## src/rtl/vip_stream_pkg.sv

```systemverilog
// rtl/vip_stream_pkg.sv - shared VIP stream defaults, state encoding and pixel type
package vip_stream_pkg;

    localparam int VIP_DWIDTH = 24;
    localparam int VIP_DIMW   = 11;

    typedef enum logic [1:0] {
        ST_IDLE = 2'd0,
        ST_RUN  = 2'd1,
        ST_DONE = 2'd2
    } state_e;

    typedef struct packed {
        logic [7:0] r;
        logic [7:0] g;
        logic [7:0] b;
    } pixel_t;

endpackage

```

## src/rtl/pixel_fifo_reader_if.sv

```systemverilog
// rtl/pixel_fifo_reader_if.sv - FIFO read side and output pixel stream of the reader
interface pixel_fifo_reader_if
    import vip_stream_pkg::*;
#(
    parameter int DWIDTH = VIP_DWIDTH,
    parameter int DIMW   = VIP_DIMW
);

    logic              fifo_empty;
    logic [DWIDTH-1:0] fifo_q;
    logic              fifo_rdreq;

    logic              out_valid;
    logic              out_ready;
    logic [DWIDTH-1:0] out_data;
    logic              out_sof;
    logic              out_eol;
    logic              out_eof;
    logic [DIMW-1:0]   out_x;
    logic [DIMW-1:0]   out_y;
    logic [DIMW-1:0]   frame_cnt;

    modport master (
        input  fifo_empty, fifo_q, out_ready,
        output fifo_rdreq, out_valid, out_data, out_sof, out_eol, out_eof,
               out_x, out_y, frame_cnt
    );

    modport slave (
        output fifo_empty, fifo_q, out_ready,
        input  fifo_rdreq, out_valid, out_data, out_sof, out_eol, out_eof,
               out_x, out_y, frame_cnt
    );

endinterface

```

## src/rtl/pixel_skid_fifo.sv

```systemverilog
// rtl/pixel_skid_fifo.sv - 4-entry register buffer absorbing the FIFO read latency
module pixel_skid_fifo #(
    parameter int DWIDTH = 24
) (
    input  logic              clock,
    input  logic              reset_n,
    input  logic              push,
    input  logic [DWIDTH-1:0] push_data,
    input  logic              pop,
    output logic [DWIDTH-1:0] head,
    output logic [2:0]        occ
);

    logic [DWIDTH-1:0] mem [4];
    logic [1:0]        wr_ptr;
    logic [1:0]        rd_ptr;
    logic              pop_ok;

    assign pop_ok = pop && (occ != 3'd0);
    assign head   = mem[rd_ptr];

    always_ff @(posedge clock) begin
        if (push) begin
            mem[wr_ptr] <= push_data;
        end
    end

    always_ff @(posedge clock or negedge reset_n) begin
        if (!reset_n) begin
            wr_ptr <= 2'd0;
            rd_ptr <= 2'd0;
            occ    <= 3'd0;
        end else begin
            if (push) begin
                wr_ptr <= wr_ptr + 2'd1;
            end
            if (pop_ok) begin
                rd_ptr <= rd_ptr + 2'd1;
            end
            case ({push, pop_ok})
                2'b10:   occ <= occ + 3'd1;
                2'b01:   occ <= occ - 3'd1;
                default: occ <= occ;
            endcase
        end
    end

endmodule

```

## src/rtl/pixel_fifo_reader.sv

```systemverilog
// rtl/pixel_fifo_reader.sv - pops pixel FIFO words and re-frames them into a marked pixel stream
module pixel_fifo_reader
    import vip_stream_pkg::*;
#(
    parameter int DWIDTH = VIP_DWIDTH,
    parameter int DIMW   = VIP_DIMW
) (
    input  logic            clock,
    input  logic            reset_n,
    input  logic            start,
    input  logic [DIMW-1:0] width,
    input  logic [DIMW-1:0] height,
    input  logic [DIMW-1:0] num_frame,
    output logic            busy,
    output logic            done,
    pixel_fifo_reader_if.master px
);

    localparam int PW = 2 * DIMW;
    localparam logic [1:0] S_IDLE = ST_IDLE;
    localparam logic [1:0] S_RUN  = ST_RUN;
    localparam logic [1:0] S_DONE = ST_DONE;

    logic [1:0]        state;
    logic [DIMW-1:0]   width_q, height_q, nframe_q;
    logic [PW-1:0]     frame_px, req_px;
    logic [DIMW-1:0]   req_frame;
    logic              req_done, rd_pending;
    logic [DIMW-1:0]   x_q, y_q, f_q;
    logic [2:0]        occ;
    logic [3:0]        inflight;
    logic [DWIDTH-1:0] head;
    logic              pop, at_eol, at_eof, last_px;

    // Words already requested but not yet landed still need a free slot.
    assign inflight      = {1'b0, occ} + {3'b000, rd_pending};
    assign px.fifo_rdreq = (state == S_RUN) && !px.fifo_empty && !req_done && (inflight < 4'd4);

    assign px.out_valid = (occ != 3'd0);
    assign pop          = px.out_valid && px.out_ready;
    assign at_eol       = (x_q == width_q - 1'b1);
    assign at_eof       = at_eol && (y_q == height_q - 1'b1);
    assign last_px      = pop && at_eof && (f_q == nframe_q - 1'b1);

    assign px.out_data  = px.out_valid ? head : '0;
    assign px.out_sof   = px.out_valid && (x_q == '0) && (y_q == '0);
    assign px.out_eol   = px.out_valid && at_eol;
    assign px.out_eof   = px.out_valid && at_eof;
    assign px.out_x     = x_q;
    assign px.out_y     = y_q;
    assign px.frame_cnt = f_q;

    assign busy = (state == S_RUN);
    assign done = (state == S_DONE);

    pixel_skid_fifo #(.DWIDTH(DWIDTH)) u_skid (
        .clock     (clock),
        .reset_n   (reset_n),
        .push      (rd_pending),
        .push_data (px.fifo_q),
        .pop       (pop),
        .head      (head),
        .occ       (occ)
    );

    always_ff @(posedge clock or negedge reset_n) begin
        if (!reset_n) begin
            state      <= S_IDLE;
            width_q    <= '0;
            height_q   <= '0;
            nframe_q   <= '0;
            frame_px   <= '0;
            req_px     <= '0;
            req_frame  <= '0;
            req_done   <= 1'b0;
            rd_pending <= 1'b0;
            x_q        <= '0;
            y_q        <= '0;
            f_q        <= '0;
        end else begin
            rd_pending <= px.fifo_rdreq;
            case (state)
                S_IDLE: begin
                    if (start) begin
                        if ((width == '0) || (height == '0) || (num_frame == '0)) begin
                            state <= S_DONE;
                        end else begin
                            state     <= S_RUN;
                            width_q   <= width;
                            height_q  <= height;
                            nframe_q  <= num_frame;
                            frame_px  <= PW'(width) * PW'(height);
                            req_px    <= '0;
                            req_frame <= '0;
                            req_done  <= 1'b0;
                            x_q       <= '0;
                            y_q       <= '0;
                            f_q       <= '0;
                        end
                    end
                end
                S_RUN: begin
                    if (last_px) begin
                        state <= S_DONE;
                    end
                end
                default: state <= S_IDLE;
            endcase

            if (px.fifo_rdreq) begin
                if (req_px == frame_px - 1'b1) begin
                    req_px    <= '0;
                    req_frame <= req_frame + 1'b1;
                    if (req_frame == nframe_q - 1'b1) begin
                        req_done <= 1'b1;
                    end
                end else begin
                    req_px <= req_px + 1'b1;
                end
            end

            if (pop) begin
                if (at_eol) begin
                    x_q <= '0;
                    if (at_eof) begin
                        y_q <= '0;
                        f_q <= f_q + 1'b1;
                    end else begin
                        y_q <= y_q + 1'b1;
                    end
                end else begin
                    x_q <= x_q + 1'b1;
                end
            end
        end
    end

endmodule

```

## src/flat_wrapper.sv

```systemverilog
// flat-port wrapper written by rule: the top's interface ports become plain ports
module pixel_fifo_reader_flat import vip_stream_pkg::*;
#(
    parameter int DWIDTH = VIP_DWIDTH,
    parameter int DIMW   = VIP_DIMW
)
  (clock, reset_n, start, width, height, num_frame, busy, done, px_fifo_empty, px_fifo_q, px_out_ready, px_fifo_rdreq, px_out_valid, px_out_data, px_out_sof, px_out_eol, px_out_eof, px_out_x, px_out_y, px_frame_cnt);
  pixel_fifo_reader_if #(.DWIDTH(DWIDTH), .DIMW(DIMW)) px_i ();
  input  logic clock;
  input  logic reset_n;
  input  logic start;
  input  logic [DIMW-1:0] width;
  input  logic [DIMW-1:0] height;
  input  logic [DIMW-1:0] num_frame;
  output logic busy;
  output logic done;
  input wire logic [$bits(px_i.fifo_empty)-1:0] px_fifo_empty;
  input wire logic [$bits(px_i.fifo_q)-1:0] px_fifo_q;
  input wire logic [$bits(px_i.out_ready)-1:0] px_out_ready;
  output wire logic [$bits(px_i.fifo_rdreq)-1:0] px_fifo_rdreq;
  output wire logic [$bits(px_i.out_valid)-1:0] px_out_valid;
  output wire logic [$bits(px_i.out_data)-1:0] px_out_data;
  output wire logic [$bits(px_i.out_sof)-1:0] px_out_sof;
  output wire logic [$bits(px_i.out_eol)-1:0] px_out_eol;
  output wire logic [$bits(px_i.out_eof)-1:0] px_out_eof;
  output wire logic [$bits(px_i.out_x)-1:0] px_out_x;
  output wire logic [$bits(px_i.out_y)-1:0] px_out_y;
  output wire logic [$bits(px_i.frame_cnt)-1:0] px_frame_cnt;
  assign px_i.fifo_empty = px_fifo_empty;
  assign px_i.fifo_q = px_fifo_q;
  assign px_i.out_ready = px_out_ready;
  assign px_fifo_rdreq = px_i.fifo_rdreq;
  assign px_out_valid = px_i.out_valid;
  assign px_out_data = px_i.out_data;
  assign px_out_sof = px_i.out_sof;
  assign px_out_eol = px_i.out_eol;
  assign px_out_eof = px_i.out_eof;
  assign px_out_x = px_i.out_x;
  assign px_out_y = px_i.out_y;
  assign px_frame_cnt = px_i.frame_cnt;
  pixel_fifo_reader #(.DWIDTH(DWIDTH), .DIMW(DIMW)) u_core (.clock(clock), .reset_n(reset_n), .start(start), .width(width), .height(height), .num_frame(num_frame), .busy(busy), .done(done), .px(px_i));
endmodule
```

## config.mk

```make
export PLATFORM = sky130hd
export DESIGN_NAME = pixel_fifo_reader_flat
export DESIGN_NICKNAME = d
export VERILOG_FILES = /design/src/rtl/vip_stream_pkg.sv /design/src/rtl/pixel_fifo_reader_if.sv /design/src/rtl/pixel_skid_fifo.sv /design/src/rtl/pixel_fifo_reader.sv /design/src/flat_wrapper.sv
export SDC_FILE = /design/constraint.sdc
export NUM_CORES = 1
export LEC_CHECK = 0
export CORE_MARGIN = 3
export CORE_UTILIZATION = 55
export CTS_BUF_LIST = sky130_fd_sc_hd__clkbuf_4
export DETAILED_ROUTE_END_ITERATION = 16
export GPL_ROUTABILITY_DRIVEN = 0
export GPL_TIMING_DRIVEN = 0
export MAX_ROUTING_LAYER = met4
export PLACE_DENSITY = 0.79
export SLEW_MARGIN = 0
export SYNTH_ARGS = -nofsm -noshare
export SYNTH_HDL_FRONTEND = slang
export SYNTH_HIERARCHICAL = 1
export SYNTH_SLANG_ARGS = --single-unit
```

## constraint.sdc

```tcl
create_clock -name clock -period 3.3 [get_ports clock]
set_clock_uncertainty 0.05 [all_clocks]
set_input_delay 0.99 -clock clock [delete_from_list [all_inputs] [get_ports clock]]
set_output_delay 0.99 -clock clock [all_outputs]
set_load 0.01 [all_outputs]
```

# Yosys cells after proc, flatten, opt, wreduce, memory -nomap -nowiden

Memories as Yosys holds them, arrays and structs flattened.
Index checks and enable logic that the tools add are counted.

Bits in registers: 132
Bits in latches: 0
Bits in writable memories: 96
Bits in read-only memories: 0
Bits of input ports: 62
Output and inout bits: 64
Logic and storage cells: 119
Memories kept: 1

Add/sub/neg operators: 14
Multipliers: 1
Divide/modulo/power cells: 0
Magnitude comparators: 1
Equality and inequality tests: 13
Shift operators: 0
Mux-type cells: 41
Bitwise operators: 1
Reductions and logical operators: 32

Memories:

| memory            | depth | width | rd ports | clocked after memory_dff | wr ports | RTL line              | RTL |
|---|---|---|---|---|---|---|---|
| u_core.u_skid.mem | 4     | 24    | 1        | 0                        | 1        | pixel_skid_fifo.sv:14 | `logic [DWIDTH-1:0] mem [4];` |

Operators by type and width:

| operator              | number |
|---|---|
| $mux 11               | 22 |
| $mux 22               | 5 |
| $logic_not 11->1      | 5 |
| $add 11x1->11 const B | 4 |
| $eq 11x11->1          | 4 |
| $sub 11x1->11 const B | 3 |
| $mux 24               | 1 |
| $add 22x1->22 const B | 1 |
| $eq 22x22->1          | 1 |
| $mul 11x11->22        | 1 |
| $sub 22x1->22 const B | 1 |
| $logic_and 1x1->1     | 12 |
| $reduce_bool 2->1     | 5 |
| $reduce_and 3->1      | 3 |
| $mux 1                | 8 |
| $mux 2                | 3 |
| $ne 2x1->1 const B    | 3 |
| $pmux 3 s2            | 1 |
| $add 2x1->2 const B   | 2 |
| $add 3x1->4           | 1 |
| $eq 2x1->1 const B    | 2 |
| $eq 2x2->1 const B    | 2 |
| $lt 4x3->1 const B    | 1 |
| $pmux 2 s2            | 1 |
| other kinds (9)       | 11 |

# Logic depth before layout (Yosys ltp)

Gate-level depths: netlist (run 1).

Depth after elaboration: 9
Mapped depth: 21
Mapped depth without buffers: 20

# Cells and area by module

The synthesis (run 1) kept the hierarchy.

By module, submodules not included:

| module            | instances | cells an instance | area an instance (µm²) | sequential area each (µm²) |
|---|---|---|---|---|
| pixel_fifo_reader | 1         | 1,452             | 12,249.2               | 3,128.0 |
| pixel_skid_fifo   | 1         | 161               | 3,905.0                | 3,057.9 |

# Least setup slack after synthesis (run 1)

OpenSTA, ideal clock, no wires.

Path kind: input -> register
Start point: input height[4]
End point: register u_core.frame_px[21]
Setup time: 133 ps
Arrival: 5,553 ps
Required time: 3,117 ps
Slack: -2,436 ps
Cell stages on the path: 18
Path buffers: 1
Path through: clkbuf_1 -> nand2_1 -> fa_1 -> fa_1 -> fa_1 -> inv_1 -> fa_1 -> inv_1 -> fa_1 -> inv_1 -> ha_1 -> or3_1 -> o2111ai_1 -> a31oi_1 -> a41o_1 -> a21oi_1 -> xnor2_1 -> o21ai_0

Cells in the longest elaborated chain, start to end: 5
Elaborated cells on any way between the ends: 6
Classes of those cells: 1 x mul; 1 x bitwise; 4 x reduce/logical

Ends and longest elaborated chain:

| element                                                | RTL line                | RTL |
|---|---|---|
| from (decl)                                            | flat_wrapper.sv:13      | `input logic [DIMW-1:0] height;` |
| branches (longest 5 deep; another with $mul 11x11->22) | -                       |  |
| to (signal assigned)                                   | pixel_fifo_reader.sv:92 | `frame_px <= PW'(width) * PW'(height);` |
| to (decl)                                              | pixel_fifo_reader.sv:26 | `logic [PW-1:0] frame_px, req_px;` |

Several ways; the timed one is not identified.
A chain may end at the register's enable or synchronous reset.

# Final worst setup path (run 1)

Start point: input height[8]
End point: register u_core.frame_px[16]

Same word-level chain as after synthesis.

==> metrics.md, run 1 <==
| Metric | Value |
|---|---|
| Max Cap Viol | `0` |
| Worst setup EP type | `flip-flop` |
| Maximum vdd drop | `0.538 mV` |
| Number of global-route vias before repair | `14,500` |
| Cell area after synthesis | `0.0162 sq mm` |
| M1 WL | `19.0 mm` |
| R2R Setup Slk | `-0.18 ns` |
| CTS Buffer Depth | `3` |
| Area growth syn-to-layout | `30.9%` |
| Met2 wire length | `24.6 mm` |
| Syn Area/Cell | `10.0 sq um` |
| Final nets | `2,165` |
| Clock Latency Late Sink | `0.70 ns` |
| Die height | `177 um` |
| Number of buffers added on ports | `125` |
| Mapped Nets | `1,832` |
| Fmax | `0.191 GHz` |
| Max-slew violations | `0` |
| Initial antenna violation count | `1` |
| Kind of critical path | `input port to flip-flop` |
| Fin crit share | `159%` |
| Post-detailed-route count of antenna-violating nets | `0` |
| Wire length on met3 | `3.73 mm` |
| Outcome | `finished with violations` |
| Initial DRC Count | `1,424` |
| Clk root buf | `clkbuf_4` |
| Pleak | `9.50 nW` |
| Via density | `6.00` |
| Crit Path Max Fanout | `4` |
| Unique masters post-synth | `81` |
| Max_slew headroom | `5.79%` |
| Worst Tran Pin Value | `1.41 ns` |
| Die width | `177 um` |
| Via count | `14,300` |
| HP Class | `input port to asynchronous set/reset pin` |
| First-pass GRT wire length | `75.9 mm` |
| DRC viols | `0` |
| CP required | `3.79 ns` |
| Crit path arrival time | `5.72 ns` |
| Starting Density | `56.0%` |
| Reg2Reg Depth | `13` |
| CTS tree | `done` |
| Post-synth EDFFs | `96` |
| Hold Vio Cnt, Final | `0` |
| Post-route core utilization | `73.3%` |
| RSZ-0062 raised after global routing | `yes` |
| Avg WL per Cell | `20.8 um` |
| Final Routed Wirelength | `49.5 mm` |
| Core Rows | `62` |
| PwrDens | `805 mW/mm^2` |
| Sequential fraction of the synthesis area | `38.3%` |
| Core area | `0.0289 sq mm` |
| Synthesis-stage register bit count | `228` |
| Final WS setup | `-1.93 ns` |
| Clk slew on worst S/H paths | `0.07 ns` |
| Die area | `0.0315 sq mm` |
| Setup Viol. Count Final | `105` |
| HPWL Detailed | `31.1 mm` |
| Async S/R FF share, synth | `57.9%` |
| Setup WS pre-CTS | `-3.24 ns` |
| Reg-to-Reg End | `u_core/px.frame_cnt[2]$_DFF_PN0_` |
| Congestion Overflow GR | `0` |
| Drt pass-1 iters | `6` |
| Main synth FF type | `dfrtp_1` |
| Fin crit period | `5.23 ns` |
| Failing checks | `negative setup slack` |
| Power Total | `17.0 mW` |
| Ratio of cells with drive above 1 in the final layout | `27.7%` |
| Startpoint type of the worst setup path | `input port` |
| Clock sink count | `228` |
| Largest net degree at the start of global routing | `87` |
| Mapped Cells | `1,613` |
| Top routing layer in use | `met4` |
| Synth Warn # | `6` |
| Reg2reg start | `u_core/width_q[1]$_DFFE_PN0P_` |
| Fin Setup TNS | `-46.90 ns` |
| GRT Total Usage | `31.2%` |
| H-tree depth | `2` |
| Num CTS Buffers | `58` |
| Io pins | `126` |
[where the power goes]
part	total (mW)	internal (mW)	switching, mW
clock network	2.51	1.28	1.23
registers	4.10	3.51	0.597
logic	10.4	5.00	5.42
total	17.0	9.79	7.24
[cell type report]
cell class,instances,area [sq um]
fill,1843,7710
clock inverter,22,126
tap,384,480
timing repair buffer,276,2700
antenna,1,2.50
buffer,78,656
multi-input combinational,1164,9810
clock buffer,86,646
sequential,228,6190
inverter,140,528
[worst max-delay path by stage]
stage / slack [ns] / from / cells past startpoint / to
after floorplan: -2.06 / height[10] / 18 / u_core/frame_px[21]$_DFFE_PN0P_
after global placement: -4.21 / reset_n / 1 / u_core/px.out_x[7]$_DFFE_PN0P_
after detailed placement: -3.24 / height[9] / 19 / u_core/frame_px[21]$_DFFE_PN0P_
after CTS: -1.80 / width[6] / 19 / u_core/frame_px[19]$_DFFE_PN0P_
after global routing: -2.02 / height[7] / 23 / u_core/frame_px[13]$_DFFE_PN0P_
final: -1.93 / height[8] / 19 / u_core/frame_px[16]$_DFFE_PN0P_
[cells in the mapped netlist (5+ instances only)]
master	count	area, sq um
nand4_1	18	113
xor2_1	49	429
inv_1	140	526
or4_1	8	60.1
a21oi_1	36	180
nor3_1	38	190
o211ai_1	6	45.0
and4_1	9	78.8
ha_1	76	951
edfxtp_1	96	2880
mux4_2	18	405
buf_2	10	50.1
a21boi_0	5	37.5
and3_1	26	163
mux4_1	6	158
o21ai_0	58	290
and2_1	105	657
nand3_1	52	260
dfrtp_1	132	3300
nor2_1	47	176
a21o_1	28	210
nor4b_1	7	61.3
o31ai_1	12	90.1
o21a_1	5	37.5
or2_2	6	37.5
a31oi_1	17	106
nand2b_1	18	113
o2111ai_1	6	52.6
nor4_1	22	138
nand2_1	218	818
or3_1	24	150
clkbuf_1	63	236
fa_1	81	1620
nand3b_1	5	37.5
a31o_2	7	61.3
xnor2_1	59	517
nor2b_1	8	50.1
o22ai_1	5	31.3
[registers in the layout, indices dropped and copies added (netlist names)]
register,count
u_core/frame_px,22
u_core/width_q,11
u_core/state,2
u_core/u_skid/wr_ptr,2
u_core/nframe_q,11
u_core/px.frame_cnt,11
u_core/req_px,22
u_core/rd_pending,1
u_core/req_done,1
u_core/u_skid/mem,96
u_core/u_skid/rd_ptr,2
u_core/px.out_y,11
u_core/u_skid/occ,3
u_core/height_q,11
u_core/req_frame,11
u_core/px.out_x,11
[per-stage QoR]
stage	std cells	hold WS [ns]	cell area, sq um
floorplan	1613	0.401	16600
global placement	2122	0.434	18400
detailed placement	2123	0.447	18400
CTS	2349	0.167	20600
global route	2379	0.174	21200
finish	2379	0.179	21200
[critical path: stages]
cell and delay (ns):
buf_2 0.13, clkbuf_8 0.15, and2_4 0.14, fa_1 0.47
fa_1 0.57, fa_1 0.46, fa_1 0.59, inv_2 0.05
fa_1 0.52, inv_2 0.05, ha_4 0.21, o21a_1 0.21
o21a_4 0.23, buf_6 0.12, o2111ai_4 0.09, nand3b_1 0.15
a21oi_2 0.25, xor2_1 0.25, o21ai_1 0.10
[layer usage]
layer  vias to the layer above  global-route usage (%)
li1                       6296                       -
met1                      7053                    38.6
met2                       727                    51.4
met3                       192                    5.46
met4                         0                    12.4
met5                         -                       -
[logic make-up (layout without fill, tap and decap cells)]
kind of cell / count (synthesis) / in the layout / synth area share (%)
compound gates: 231 / 231 / 9.62
xor+xnor: 108 / 108 / 5.86
fa+ha+maj: 157 / 157 / 15.9
buf+inv: 221 / 602 / 5.51
flops: 228 / 228 / 38.3
mux: 36 / 36 / 4.29
other cells: 0 / 1 / 0
simple gates: 632 / 632 / 20.5
[cells in the final DEF, fill, tap and decap left out, drive strengths merged, types with 9 or more instances in the layout]
cell type      Yosys  final
nand3             52     52
o21ai             64     64
and2             105    105
or4               10     10
dfrtp            132    132
inv              140    140
buf               18    220
and4               9      9
o31ai             12     12
and3              26     26
a31oi             17     17
clkdlybuf4s50      0     74
clkinv             0     21
nor3              39     39
a21oi             36     36
edfxtp            96     96
mux4              24     24
nand2            218    218
xnor2             59     59
fa                81     81
clkbuf            63    141
a21o              28     28
xor2              49     49
nor2              48     48
or3               24     24
nand2b            18     18
ha                76     76
nand4             18     18
nor4              26     26
[repair_timing]
item | in CTS | in global routing
endpoints found under the setup margin | 151 | 150
resized for setup | 368 | 133
gates cloned | 5 | 0
pin swaps | 52 | 51
buffers inserted | 114 | 40
hold buffers | 0 | 0
Power figures use the tool's default switching activity.
==> run 2: changes to the inputs <==
HOLD_SLACK_MARGIN = 0.12   (was unset)
SLEW_MARGIN = 20   (was 0)
==> run 2 against run 1 <==
Net effect: the flow still finishes with violations (negative setup slack); via count rose by 0.86%; critical path depth grew 3; combinational power about the same; register-to-register slack worse by 0.03 ns; fmax down 1.9%; die area stayed put; sequential cell count stayed put; largest power group unchanged.
==> metrics.md, run 2 (synthesis results as in run 1) <==
| Metric | Value |
|---|---|
| Outcome | `finished with violations (unchanged)` |
| Failing checks | `negative setup slack (unchanged)` |
| DRC viols | `0 (unchanged)` |
| Worst path cell trace | `buf_8 -> clkbuf_8 -> buf_6 -> nand2_1 -> fa_2 -> inv_1 -> ha_1 -> inv_1 -> fa_1 -> inv_1 -> fa_1 -> inv_1 -> fa_1 -> inv_2 -> ha_4 -> or3_4 -> o2111ai_4 -> a31oi_4 -> a21o_1 -> a21oi_2 -> xor2_2 -> o21ai_1 (was buf_2 -> clkbuf_8 -> and2_4 -> fa_1 -> fa_1 -> fa_1 -> fa_1 -> inv_2 -> fa_1 -> inv_2 -> ha_4 -> o21a_1 -> o21a_4 -> buf_6 -> o2111ai_4 -> nand3b_1 -> a21oi_2 -> xor2_1 -> o21ai_1)` |
| Worst path most repeated cell | `inv_1 (was fa_1)` |
| RSZ-0062 raised after global routing | `yes (unchanged)` |
| Setup WS pre-CTS | `-3.24 ns (about the same)` |
| Largest registers | `u_core/u_skid/mem (96), u_core/frame_px (22), u_core/req_px (22) (unchanged)` |
| CTS tree | `done (unchanged)` |
| Maximum vdd drop | `0.644 mV (was 0.538 mV)` |
| Core Rows | `62 (unchanged)` |
| CTS Buffer Depth | `3 (unchanged)` |
| Most frequent cells in the layout | `nand2_1 (194), dfrtp_1 (129), inv_1 (120), buf_4 (99), edfxtp_1 (96) (was nand2_1 (200), dfrtp_1 (125), inv_1 (122), buf_4 (106), edfxtp_1 (96))` |
| Initial antenna violation count | `1 (unchanged)` |
| Crit Path Max Fanout | `5 (was 4)` |
| First-pass GRT wire length | `75.5 mm (was 75.9 mm)` |
| Slowest-stage cell, CP | `fa_2 (was fa_1)` |
| Io pins | `126 (unchanged)` |
| Area growth syn-to-layout | `30.2% (was 30.9%)` |
| PwrDens | `819 mW/mm^2 (was 805 mW/mm^2)` |
| Congestion Overflow GR | `0 (unchanged)` |
| Clk root buf | `clkbuf_4 (unchanged)` |
| Clock sink count | `228 (unchanged)` |
| Final WS setup | `-2.03 ns (was -1.93 ns)` |
| Post-detailed-route count of antenna-violating nets | `0 (unchanged)` |
| Kind of critical path | `input port to flip-flop (unchanged)` |
| Die width | `177 um (unchanged)` |
| Setup Viol. Count Final | `108 (was 105)` |
| Num CTS Buffers | `56 (was 58)` |
| Avg WL per Cell | `21.3 um (was 20.8 um)` |
| Most common cell after layout, fill and taps aside | `nand2_1 (unchanged)` |
| Hold Vio Cnt, Final | `0 (unchanged)` |
| HP Class | `flip-flop to flip-flop (was input port to asynchronous set/reset pin)` |
| Worst setup EP type | `flip-flop (unchanged)` |
| Max_slew headroom | `47.6% (was 5.79%)` |
| Die height | `177 um (unchanged)` |
| Worst path bufs/invs | `8 (was 5)` |
| Via count | `14,400 (was 14,300)` |
| Final Routed Wirelength | `50.4 mm (was 49.5 mm)` |
| Max-slew violations | `0 (unchanged)` |
| Drt pass-1 iters | `6 (unchanged)` |
| Starting Density | `56.0% (unchanged)` |
| Max Cap Viol | `0 (unchanged)` |
| H-tree depth | `2 (unchanged)` |
| Fin crit period | `5.33 ns (was 5.23 ns)` |
| HPWL Detailed | `31.2 mm (was 31.1 mm)` |
| Number of buffers added on ports | `125 (unchanged)` |
| Startpoint type of the worst setup path | `input port (unchanged)` |
| Fin crit share | `162% (was 159%)` |
| Ratio of cells with drive above 1 in the final layout | `27.4% (was 27.7%)` |
| Reg with most FFs | `u_core/u_skid/mem (unchanged)` |
| GRT Total Usage | `31.1% (was 31.2%)` |
| Number of global-route vias before repair | `14,400 (was 14,500)` |
| Post-route core utilization | `72.9% (was 73.3%)` |
| Clk slew on worst S/H paths | `0.08 ns (was 0.07 ns)` |
| CP required | `3.78 ns (was 3.79 ns)` |
| Power Total | `17.2 mW (was 17.0 mW)` |
| Initial DRC Count | `1,286 (was 1,424)` |
| Pleak | `9.44 nW (was 9.50 nW)` |
| Core area | `0.0289 sq mm (unchanged)` |
| Clock Latency Late Sink | `0.69 ns (was 0.70 ns)` |
| Worst Tran Pin Value | `0.786 ns (was 1.41 ns)` |
| CP delay by family, top | `adder cells (unchanged)` |
| Crit path arrival time | `5.82 ns (was 5.72 ns)` |
| Fmax | `0.188 GHz (was 0.191 GHz)` |
| Via density | `6.09 (was 6.00)` |
| CP max stage delay | `0.58 ns (was 0.59 ns)` |
| Die area | `0.0315 sq mm (unchanged)` |
| Fin Setup TNS | `-48.32 ns (was -46.90 ns)` |
| Max reg flops | `96 (unchanged)` |
| Largest net degree at the start of global routing | `87 (unchanged)` |
| Final nets | `2,152 (was 2,165)` |
[run 2: changes by cell type in the layout (fill, tap and decap cells not counted), moves of 5 or more]
cell,before,now
clkinv_1,16,9
buf_4,106,99
o21ai_1,10,16
clkbuf_2,6,11
buf_8,13,23
buf_6,68,56
o21ai_2,9,4
nand2_1,200,194
[run 2: worst paths after layout]
path,endpoint,cells after the start,start,slack (ns)
worst max-delay path,u_core/frame_px[19]$_DFFE_PN0P_,22,height[5],-2.03
worst min-delay path,u_core/width_q[10]$_DFFE_PN0P_,2,u_core/width_q[10]$_DFFE_PN0P_,0.46
worst max register to register,u_core/width_q[4]$_DFFE_PN0P_,10,u_core/state[0]$_DFFE_PN0P_,-0.21
worst min register to register,u_core/width_q[10]$_DFFE_PN0P_,2,u_core/width_q[10]$_DFFE_PN0P_,0.46
max in group asynchronous,u_core/px.out_x[10]$_DFFE_PN0P_,3,reset_n,1.66
min in group asynchronous,u_core/req_px[19]$_DFFE_PN0P_,2,reset_n,0.77
[run 2: stage by stage]
| stage | instances | cell area, sq um | hold slack (ns) |
|---|---|---|---|
| 4_1_cts | 2344 | 20500 | 0.465 |
| 6_report | 2364 | 21000 | 0.462 |
| 3_3_place_gp | 2122 | 18400 | 0.434 |
| 2_1_floorplan | 1613 | 16600 | 0.401 |
| 5_1_grt | 2364 | 21000 | 0.507 |
| 3_5_place_dp | 2123 | 18400 | 0.447 |
[run 2: report_power, final]
part           internal [mW]  switching [mW]
Sequential              3.50           0.612
Clock                   1.32            1.18
Combinational           5.12            5.51
Total                   9.93            7.30
[run 2: repair_timing]
| action | 4_1_cts | 5_1_grt |
|---|---|---|
| cloned | 3 | 1 |
| gates resized for setup | 371 | 121 |
| setup endpoints to repair | 154 | 149 |
| hold buffers | 1 | 0 |
| setup buffers | 114 | 24 |
| pin swaps | 55 | 51 |
| endpoints found under the hold margin | 4 | 0 |
[run 2: layer usage]
metal  GRT usage (%)  vias to the layer above  part of all wire [%]
met5               -                        -                     0
met4            14.2                        0                   6.1
met3            5.48                      268                   8.1
met2            50.2                      811                    48
met1            38.6                     7040                    38
li1                -                     6271                     -
[run 2: worst reg2reg max path, stage by stage, from the launching register on]
cell and delay, ns:
dfrtp_1 0.48, a31oi_1 0.27, nand3_1 0.21, or3b_2 0.50, clkbuf_1 0.37, inv_1 0.30
clkbuf_2 0.33, buf_2 0.33, buf_2 0.31, nand2_1 0.19, nand2_1 0.11
[run 2: final cells by class]
cell class | instances | area [sq um]
tap | 384 | 480
clock inverter | 14 | 92.6
antenna | 1 | 2.50
multi-input combinational | 1164 | 9820
sequential | 228 | 6190
inverter | 140 | 528
buffer | 79 | 694
clock buffer | 90 | 676
timing repair buffer | 264 | 2550
fill | 1911 | 7830
